`src/rtl/regfile_ctrl.sv`:
```
// 31x32 register file with r0 hardwired to zero and a post-reset clear sweep (one register per cycle).
// Optional write-through forwarding of the write port onto both read ports: define REGFILE_BYPASS_EN.
module regfile_ctrl (
  input  logic        clk,
  input  logic        rst_n,
  input  logic [4:0]  a1,
  input  logic [4:0]  a2,
  input  logic [4:0]  a3,
  input  logic        we3,
  input  logic [31:0] wd3,
  output logic [31:0] rd1,
  output logic [31:0] rd2,
  output logic        ready
);

  typedef enum logic {CLEAR = 1'b0, READY = 1'b1} state_t;

  state_t      state_reg;
  logic [4:0]  clrptr_reg;
  logic        ready_reg;

  logic [31:0] mem [1:31];

  logic        wr_en;
  logic [4:0]  wr_addr;
  logic [31:0] wr_data;

  // The sweep and the user write share one write port; they never overlap in time.
  always_comb begin
    wr_en   = 1'b0;
    wr_addr = a3;
    wr_data = wd3;
    if (rst_n) begin
      if (state_reg == CLEAR) begin
        wr_en   = (clrptr_reg != 5'd0);
        wr_addr = clrptr_reg;
        wr_data = 32'h0;
      end else if (we3 && (a3 != 5'd0)) begin
        wr_en = 1'b1;
      end
    end
  end

  always_ff @(posedge clk) begin
    if (wr_en) begin
      mem[wr_addr] <= wr_data;
    end
  end

  always_ff @(posedge clk) begin
    if (!rst_n) begin
      state_reg  <= CLEAR;
      clrptr_reg <= 5'd1;
      ready_reg  <= 1'b0;
    end else begin
      case (state_reg)
        CLEAR: begin
          if (clrptr_reg == 5'd31) begin
            state_reg <= READY;
            ready_reg <= 1'b1;
          end else begin
            clrptr_reg <= clrptr_reg + 5'd1;
          end
        end
        READY: begin
          ready_reg <= 1'b1;
        end
        default: begin
          state_reg  <= CLEAR;
          clrptr_reg <= 5'd1;
          ready_reg  <= 1'b0;
        end
      endcase
    end
  end

  logic        fwd1;
  logic        fwd2;
  logic [31:0] raw1;
  logic [31:0] raw2;

`ifdef REGFILE_BYPASS_EN
  assign fwd1 = ready_reg && we3 && (a3 != 5'd0) && (a1 == a3);
  assign fwd2 = ready_reg && we3 && (a3 != 5'd0) && (a2 == a3);
`else
  assign fwd1 = 1'b0;
  assign fwd2 = 1'b0;
`endif

  // Reads are forced to zero until the sweep finishes so no stale contents leak out.
  always_comb begin
    raw1 = 32'h0;
    raw2 = 32'h0;
    if (ready_reg && (a1 != 5'd0)) raw1 = mem[a1];
    if (ready_reg && (a2 != 5'd0)) raw2 = mem[a2];
  end

  assign rd1   = fwd1 ? wd3 : raw1;
  assign rd2   = fwd2 ? wd3 : raw2;
  assign ready = ready_reg;

endmodule

```
`config.mk`:
```
export PLATFORM = sky130hd
export DESIGN_NAME = regfile_ctrl
export DESIGN_NICKNAME = d
export VERILOG_FILES = /design/src/rtl/regfile_ctrl.sv
export SDC_FILE = /design/constraint.sdc
export NUM_CORES = 1
export LEC_CHECK = 0
export CORE_ASPECT_RATIO = 0.75
export CORE_UTILIZATION = 30
export DETAILED_ROUTE_END_ITERATION = 8
export PLACE_DENSITY_LB_ADDON = 0.15
export SLEW_MARGIN = 20
export SYNTH_ARGS = -nofsm -noshare
export SYNTH_HDL_FRONTEND = slang
export SYNTH_SLANG_ARGS = --single-unit
```
`constraint.sdc`:
```
create_clock -name clk -period 3.25 [get_ports clk]
set_input_delay 0.65 -clock clk [delete_from_list [all_inputs] [get_ports clk]]
set_output_delay 0.65 -clock clk [all_outputs]
set_load 0.005 [all_outputs]
```
Yosys cells after proc, flatten, opt, wreduce, memory -nomap -nowiden. Memory sizes are Yosys's and may differ from the RTL's. Cells that the tools add are included.

Bits in registers: 7. RAM bits: 992. Input bits: 50. Output and inout bits: 65. Memories: 1.

$add $sub $neg: 1. Equality and inequality tests: 2. Mux-type cells: 15. Bitwise operators: 2. Reductions and logical operators: 8.

Memory list: mem (depth 31, bits a word 32, rd ports 2, clocked after memory_dff 0, write ports 1, line 22) `logic [31:0] mem [1:31];`.

Operators by type and width (count): $mux W32 (4); $reduce_bool A5 Y1 (4); $mux W5 (2); $mux W1 (8); $add A5 B1 Y5 const B (1); $eq A5 B5 Y1 const B (1); $logic_and A1 B1 Y1 (3); $ne A2 B1 Y1 const B (1); $not A1 Y1 (2); $pmux W1 S2 (1); $reduce_and A2 Y1 (1).

Depth between registers and ports, before layout. Gate-level depths: netlist (run 1).

Depth after elaboration: 7. Depth in mapped cells: 9.

Worst setup path before layout (run 1). Ideal clock, no wire load.

Path type: input -> register. Start point: input a3[1]. End point: memory mem[25][0], enable pin. Setup time: 0.421 ns. Arrival: 2.927 ns. Required time: 2.829 ns. Slack: -0.098 ns. Stages: 5. Path buffers: 0. Cell sequence: or4_1 -> o21ai_0 -> a221oi_1 -> nand3_1 -> nor2_1.

Longest elaborated chain between the ends: 7. Elaborated cells on any way between the ends: 9. Classes of those cells: mux: 7; reduce/logical: 2.

RTL lines: start, declared (line 8) `input logic [4:0] a3,`; $reduce_bool A5 Y1 (line 38) `end else if (we3 && (a3 != 5'd0)) begin`; $logic_and A1 B1 Y1 (line 38); $mux W1 (line 38); $mux W1 (line 34) `if (state_reg == CLEAR) begin`; $mux W1 (line 33) `if (rst_n) begin`; $mux W1 (line 45) `if (wr_en) begin`; $mux W1 (implied by the code) (line 46) `mem[wr_addr] <= wr_data;`; end, declared (line 22).

Parallel ways exist; a longest one is shown, timed or not.

Worst setup path after layout (run 1).
Start point: input a1[1]. End point: output rd1[22].

Longest elaborated chain between the ends: 3. Elaborated cells on any way between the ends: 4. Classes of those cells: mux: 1; reduce/logical: 2; memory: 1.

RTL lines: start, declared (line 6) `input logic [4:0] a1,`; parallel branches: the longest is 2 deep, another holds $mem_v2 Z31 W32; $mux W32 (*) (line 94) `if (ready_reg && (a1 != 5'd0)) raw1 = mem[a1];`; end, declared (line 11) `output logic [31:0] rd1,`.

Mark *: on every way between the ends.

==> results of run 1 <==
==> how the worst max path moves through the flow <==
stage | end | depth (start not counted) | startpoint
6_report | rd1[22] | 11 | a1[1]
5_1_grt | rd1[22] | 7 | mem[13][22]
4_1_cts | rd2[10] | 10 | a2[0]
3_5_place_dp | rd2[13] | 8 | a2[4]
3_3_place_gp | rd2[26] | 9 | a2[4]
2_1_floorplan | mem[25][0] | 5 | a3[1]
==> routing by layer <==
metal	vias up	part of all wire
li1	13200	-
met4	0	0.026
met5	-	0
met1	17100	0.44
met2	1432	0.45
met3	270	0.075
==> kinds of logic after synthesis <==
kind of cell,after synthesis
compound gates,527
xor+xnor,3
fa+ha+maj,3
buf+inv,243
flops,999
mux,756
simple gates,377
==> power by group through the flow <==
stage | logic [mW] | registers, mW | clock network, mW
2_1_floorplan | 1.50 | 14.6 | 0
3_3_place_gp | 2.92 | 14.6 | 0
3_5_place_dp | 2.95 | 14.6 | 0
4_1_cts | 3.42 | 14.3 | 12.4
5_1_grt | 3.66 | 14.3 | 12.8
6_report | 3.53 | 14.3 | 12.1
==> cells in the final DEF (no fill, tap or decap), types with 25 or more instances in the layout <==
cell type          n
clkinv_2          25
buf_4            371
edfxtp_1         992
o21ai_1           25
clkbuf_16        111
buf_6             34
nor2_4            33
mux2_2           103
mux2i_1          374
mux4_2           256
a21oi_1           77
nand2_1           49
nor2b_1           46
a22oi_1           62
nor3_2            34
nor2_1           110
clkdlybuf4s50_1   40
o21ai_0           52
a211oi_1          53
o22ai_1           55
buf_12           153
==> through the flow <==
| stage | hold WS (ps) | TNS (ps) |
|---|---|---|
| 3_5_place_dp | 526 | -383980 |
| 4_1_cts | 486 | -886 |
| 2_1_floorplan | 484 | -90300 |
| 6_report | 525 | -116 |
| 5_1_grt | 517 | -852 |
| 3_3_place_gp | 508 | -317490 |
==> critical path, delay by kind of cell <==
family          cells  cell delay [ps]
compound gates      1              340
buf+inv             6              820
mux                 2              710
simple gates        2              130
==> final cells by class <==
| class | instances | area share |
|---|---|---|
| sequential | 999 | 0.478 |
| multi-input combinational | 1666 | 0.292 |
| timing repair buffer | 709 | 0.133 |
| clock buffer | 126 | 0.0439 |
| tap | 2095 | 0.0419 |
| clock inverter | 69 | 0.00992 |
| inverter | 4 | 0.000240 |
==> timing repair <==
action                     CTS  global route
setup buffers               63            15
resized for setup          486           113
setup endpoints to repair   64            51
pin swaps                   96            44
cloned                      21             4
==> qor.yml, run 1 <==
run_status:
  outcome: "finished, violations left"
  failed_checks: "negative setup slack"
yosys:
  synthSimpleGateAreaFrac: 0.0369
  synth.yosys.seq_area_share: 0.631
  syn_area_um2: 47400
  synth.most_common_cell: "edfxtp_1"
  synth-compound-area-share: 0.0753
  yosys.area.top_type: "edfxtp_1"
  synth_xor_area_frac: 0.000554
  ys_top_cells_by_count: "992 x edfxtp_1, 397 x mux2i_1, 256 x mux4_2, 160 x nor2_1, 113 x clkbuf_1"
  avgSynthCellArea_um2: 16.3
  yosys_register_bits: 999
  synthMuxAreaShare: 0.230
  ys.flop_type: "edfxtp_1"
  synth_warnings: 0
  synthDominantCellAreaShare: 0.628
  synth_edf_count: 992
  yosysUniqueCellTypes: 46
  synth_area_leaders: "edfxtp_1 63%, mux4_2 12%, mux2i_1 8.4%"
  synthAdderAreaFrac: 0.000792
  syn-num-nets: 2961
  syn-instance-count: 2908
  synth_top_family_by_area: "multiplexers"
  synthArstFlopShare: 0
grt:
  met3_usage: 0.0400
  grt_use_met2: 0.363
  grt_overflow_total: 0
  grt_max_degree: 33
  first_global_vias: 33100
  grt_pass1_wl_um: 261000
  grtUsageMet1: 0.339
  grt_usage: 0.234
  gr-max-usage-layer: "met2"
  grt_antenna_before_repair: 6
pwr:
  internal_power_mw: 22.6
  p_leak_nw: 21.5
  combPwrFrac: 0.117
  finalPower_mw: 30.0
  p_seq_frac: 0.478
  swShare: 0.246
  power_density_nw_per_um2: 480
  ir_drop_mv: 0.395
  p_clk_frac: 0.405
  p_sw_mw: 7.39
detailed_routing:
  dr.pass1.iters: 5
  wl_per_cell_um: 33.6
  postRouteWirelength_um: 190000
  num_vias: 32000
  ant_nets: 0
  via_per_inst: 5.65
  drt_iter0_markers: 3430
  drc: 0
critical_path:
  worstSetupEndpointType: "output pin"
  required_ps: 2600
  rrSetupSlack_ps: 280
  path_cells: "buf_16 -> buf_16 -> buf_12 -> buf_12 -> mux4_2 -> mux2i_2 -> nor2_2 -> a2111oi_4 -> buf_4 -> nor3_4 -> buf_6"
  reg2reg_from: "state_reg"
  r2r_end: "mem[28][0]"
  critical_path.slowest_cell: "mux4_2"
  critPathMaxStageDelay_ps: 500
  start_kind: "input port"
  critical_path_class: "in2out"
  cp_max_fo: 8
  rr_worst_depth: 8
  crit_arrival_ps: 2670
finish:
  register_area_um2: 29900
  utilization: 0.401
  drive_gt1_frac: 0.398
  stdcell_area_um2: 62600
  largest_reg_flops: 992
  final_nets: 3538
  syn_to_final_growth_pct: 32.0
  fillers: 14100
  antennaDiodeCount: 0
  fin_cells: 5668
  multi_input_area_um2: 18300
min_path:
  min_path_type: "in2reg"
  hp-start: "rst_n"
  hold_depth: 2
  hold-path-endpoint: "clrptr_reg[0]"
clock_tree:
  clk_latency_ps: 740
  clkTransAtPathRegs_ps: 60
  htree_levels: 3
  clock_path_buffers: 3
  cts_sinks: 999
  root_buffer: "clkbuf_16"
  hold_buffers: 0
  cts_made_buffers: 105
  cts_tree: "built"
sta:
  slew_headroom: 0.289
  rsz0062_at_grt: "true"
  fin_crit_sh: 1.02
  finalHoldViolCount: 0
  setup_violations: 3
  fmax_mhz: 301
  layout_setup_ws_ps: -74.0
  drv_slew: 0
  finClkSkew_ps: 34.5
  tightest_slew_ps: 1070
  fin_crit_ps: 3320
place:
  routabilityCongestion: 0.845
  dp_hpwl_um: 119000
  placed_cells: 5387
  dpl_cell_area_um2: 56000
  pre_cts_ws_ps: -964
  port_buffers: 114
die:
  die_area_um2: 160000
  initial_utilization: 0.304
  boundaryPins: 115
  core_region_area_um2: 156000
  dieWidth_um: 461
  floorplan.rows: 125
  die_y_um: 346
flow_run:
  cap_viol_max_count: 0
Note: power is estimated with default switching activity, not from simulation.
==> run 2, diff against run 1 <==
--- a/config.mk
+++ b/config.mk
@@ -7,8 +7,9 @@
 export LEC_CHECK = 0
 export CORE_ASPECT_RATIO = 0.75
 export CORE_UTILIZATION = 30
+export CTS_CLUSTER_SIZE = 8
 export DETAILED_ROUTE_END_ITERATION = 8
-export PLACE_DENSITY_LB_ADDON = 0.15
+export SETUP_SLACK_MARGIN = 0.15
 export SLEW_MARGIN = 20
 export SYNTH_ARGS = -nofsm -noshare
 export SYNTH_HDL_FRONTEND = slang
==> qor.yml, run 2 (synthesis gave the netlist of run 1 again) <==
sta:
  fmax_mhz: 295  # was 301 MHz
  finClkSkew_ps: 20.2  # was 34.5 ps
  fin_crit_sh: 1.04  # was 1.02
  fin_tns_setup_ps: -599  # was -116 ps
  tightest_slew_ps: 669  # was 1070 ps
  finalHoldViolCount: 0  # unchanged
  layout_setup_ws_ps: -138  # was -74.0 ps
  holdWs_ps: 457  # was 525 ps
  drv_slew: 0  # unchanged
  fin_crit_ps: 3390  # was 3320 ps
  slew_headroom: 0.553  # was 0.289
  setup_violations: 9  # was 3
  rsz0062_at_grt: "true"  # unchanged
finish:
  largest_reg_flops: 992  # unchanged
  syn_to_final_growth_pct: 32.3  # was 32.0%
  fillers: 14000  # was 14100
  final_cell_mix: "992 x edfxtp_1, 383 x mux2i_1, 353 x buf_4"  # was 992 x edfxtp_1, 374 x mux2i_1, 371 x buf_4
  final_common_cell: "edfxtp_1"  # unchanged
  fin_cells: 5613  # was 5668
  final_nets: 3547  # was 3538
  antennaDiodeCount: 0  # unchanged
  drive_gt1_frac: 0.404  # was 0.398
flow_run:
  cap_viol_max_count: 0  # unchanged
detailed_routing:
  drt_iter0_markers: 4045  # was 3430
  num_vias: 31700  # was 32000
  ant_nets: 0  # unchanged
  via_per_inst: 5.66  # was 5.65
  postRouteWirelength_um: 164000  # was 190000 um
  drc: 0  # unchanged
  wl_per_cell_um: 29.2  # was 33.6 um
  dr.pass1.iters: 5  # unchanged
grt:
  gr-max-usage-layer: "met2"  # unchanged
  grt_antenna_before_repair: 1  # was 6
  grt_overflow_total: 0  # unchanged
  grt_pass1_wl_um: 231000  # was 261000 um
  grt_usage: 0.202  # was 0.234
  grt_max_degree: 39  # was 33
  grt_use_met2: 0.297  # was 0.363
  grtUsageMet1: 0.296  # was 0.339
  met3_usage: 0.0422  # was 0.0400
  first_global_vias: 31700  # was 33100
pwr:
  ir_drop_mv: 0.572  # was 0.395 mV
  power_density_nw_per_um2: 495  # was 480 nW/um2
  p_leak_nw: 21.5  # about the same
clock_tree:
  root_buffer: "clkbuf_16"  # unchanged
  cts_tree: "built"  # unchanged
  htree_levels: 4  # was 3
  clkTransAtPathRegs_ps: 50  # was 60 ps
  hold_buffers: 0  # unchanged
  clk_latency_ps: 760  # was 740 ps
  cts_made_buffers: 143  # was 105
  clock_path_buffers: 3  # unchanged
  cts_sinks: 999  # unchanged
place:
  placed_cells: 5356  # was 5387
  dp_hpwl_um: 105000  # was 119000 um
  port_buffers: 114  # unchanged
  routabilityCongestion: 0.871  # was 0.845
critical_path:
  reg2reg_from: "state_reg"  # unchanged
  critical_path_class: "reg2out"  # was in2out
  worstSetupEndpointType: "output pin"  # unchanged
  required_ps: 2600  # about the same
  crit_arrival_ps: 2740  # was 2670 ps
  start_kind: "register"  # was input port
  crit_start: "mem[9][25]"  # was a1[1]
  cp_max_fo: 2  # was 8
min_path:
  hp-start: "rst_n"  # unchanged
  min_path_type: "in2reg"  # unchanged
die:
  dieWidth_um: 461  # unchanged
  floorplan.rows: 125  # unchanged
  initial_utilization: 0.304  # unchanged
  die_area_um2: 160000  # unchanged
  core_region_area_um2: 156000  # unchanged
  die_y_um: 346  # unchanged
  boundaryPins: 115  # unchanged
run_status:
  failed_checks: "negative setup slack"  # unchanged
  outcome: "finished, violations left"  # unchanged
==> run 2: final timing paths <==
| kind | to | slack (ps) | cells past startpoint |
|---|---|---|---|
| max | rd1[25] | -140 | 8 |
| min | clrptr_reg[0] | 460 | 2 |
| max reg2reg | mem[18][12] | 740 | 7 |
| min reg2reg | clrptr_reg[1] | 540 | 2 |
==> run 2: cell type report <==
class | instances | area, um2 | area share
multi-input cells | 1666 | 18400 | 0.293
repair buffers | 680 | 7910 | 0.126
inverters | 4 | 15.0 | 0.000239
well taps | 2095 | 2620 | 0.0418
clock inverters | 14 | 168 | 0.00267
clock buffers | 155 | 3690 | 0.0588
flip-flops and latches | 999 | 29900 | 0.477
==> run 2: layer usage <==
metal / vias to the layer above / wire (um)
met5: - / 0
met4: 0 / 4520
met3: 284 / 17000
met2: 1821 / 71600
met1: 16500 / 70800
li1: 13100 / -
==> run 2: worst max-delay path, cell delays in order (launching register included) <==
cell	delay (ps)
edfxtp_1	410
mux4_2	480
mux2i_2	240
nor2_2	80
a2111oi_4	290
buf_4	170
a311oi_2	30
buf_4	160
buf_6	110
==> run 2: per-stage QoR <==
| stage | instance area (um2) | power [mW] | utilization | setup slack [ps] |
|---|---|---|---|---|
| after floorplan | 47400 | 16.1 | - | -98.3 |
| after global placement | 55800 | 17.4 | 0.358 | -863 |
| after detailed placement | 55800 | 17.4 | 0.358 | -854 |
| after CTS | 62200 | 31.1 | 0.399 | -148 |
| after global routing | 62700 | 31.8 | 0.402 | -223 |
| final | 62700 | 31.1 | 0.402 | -138 |
==> run 2: power by group <==
| group | total [mW] | switching [mW] | internal [mW] |
|---|---|---|---|
| registers | 14.4 | 0.0521 | 14.3 |
| clock network | 13.4 | 5.43 | 7.94 |
| logic | 3.32 | 1.81 | 1.51 |
| total | 31.1 | 7.30 | 23.8 |
==> run 2: what timing repair did <==
item                                    in CTS  in global routing
buffers inserted                            57                 14
pin swaps                                  113                 33
gates resized for setup                    644                 74
gates cloned                                15                  2
endpoints found under the setup margin      64                 60
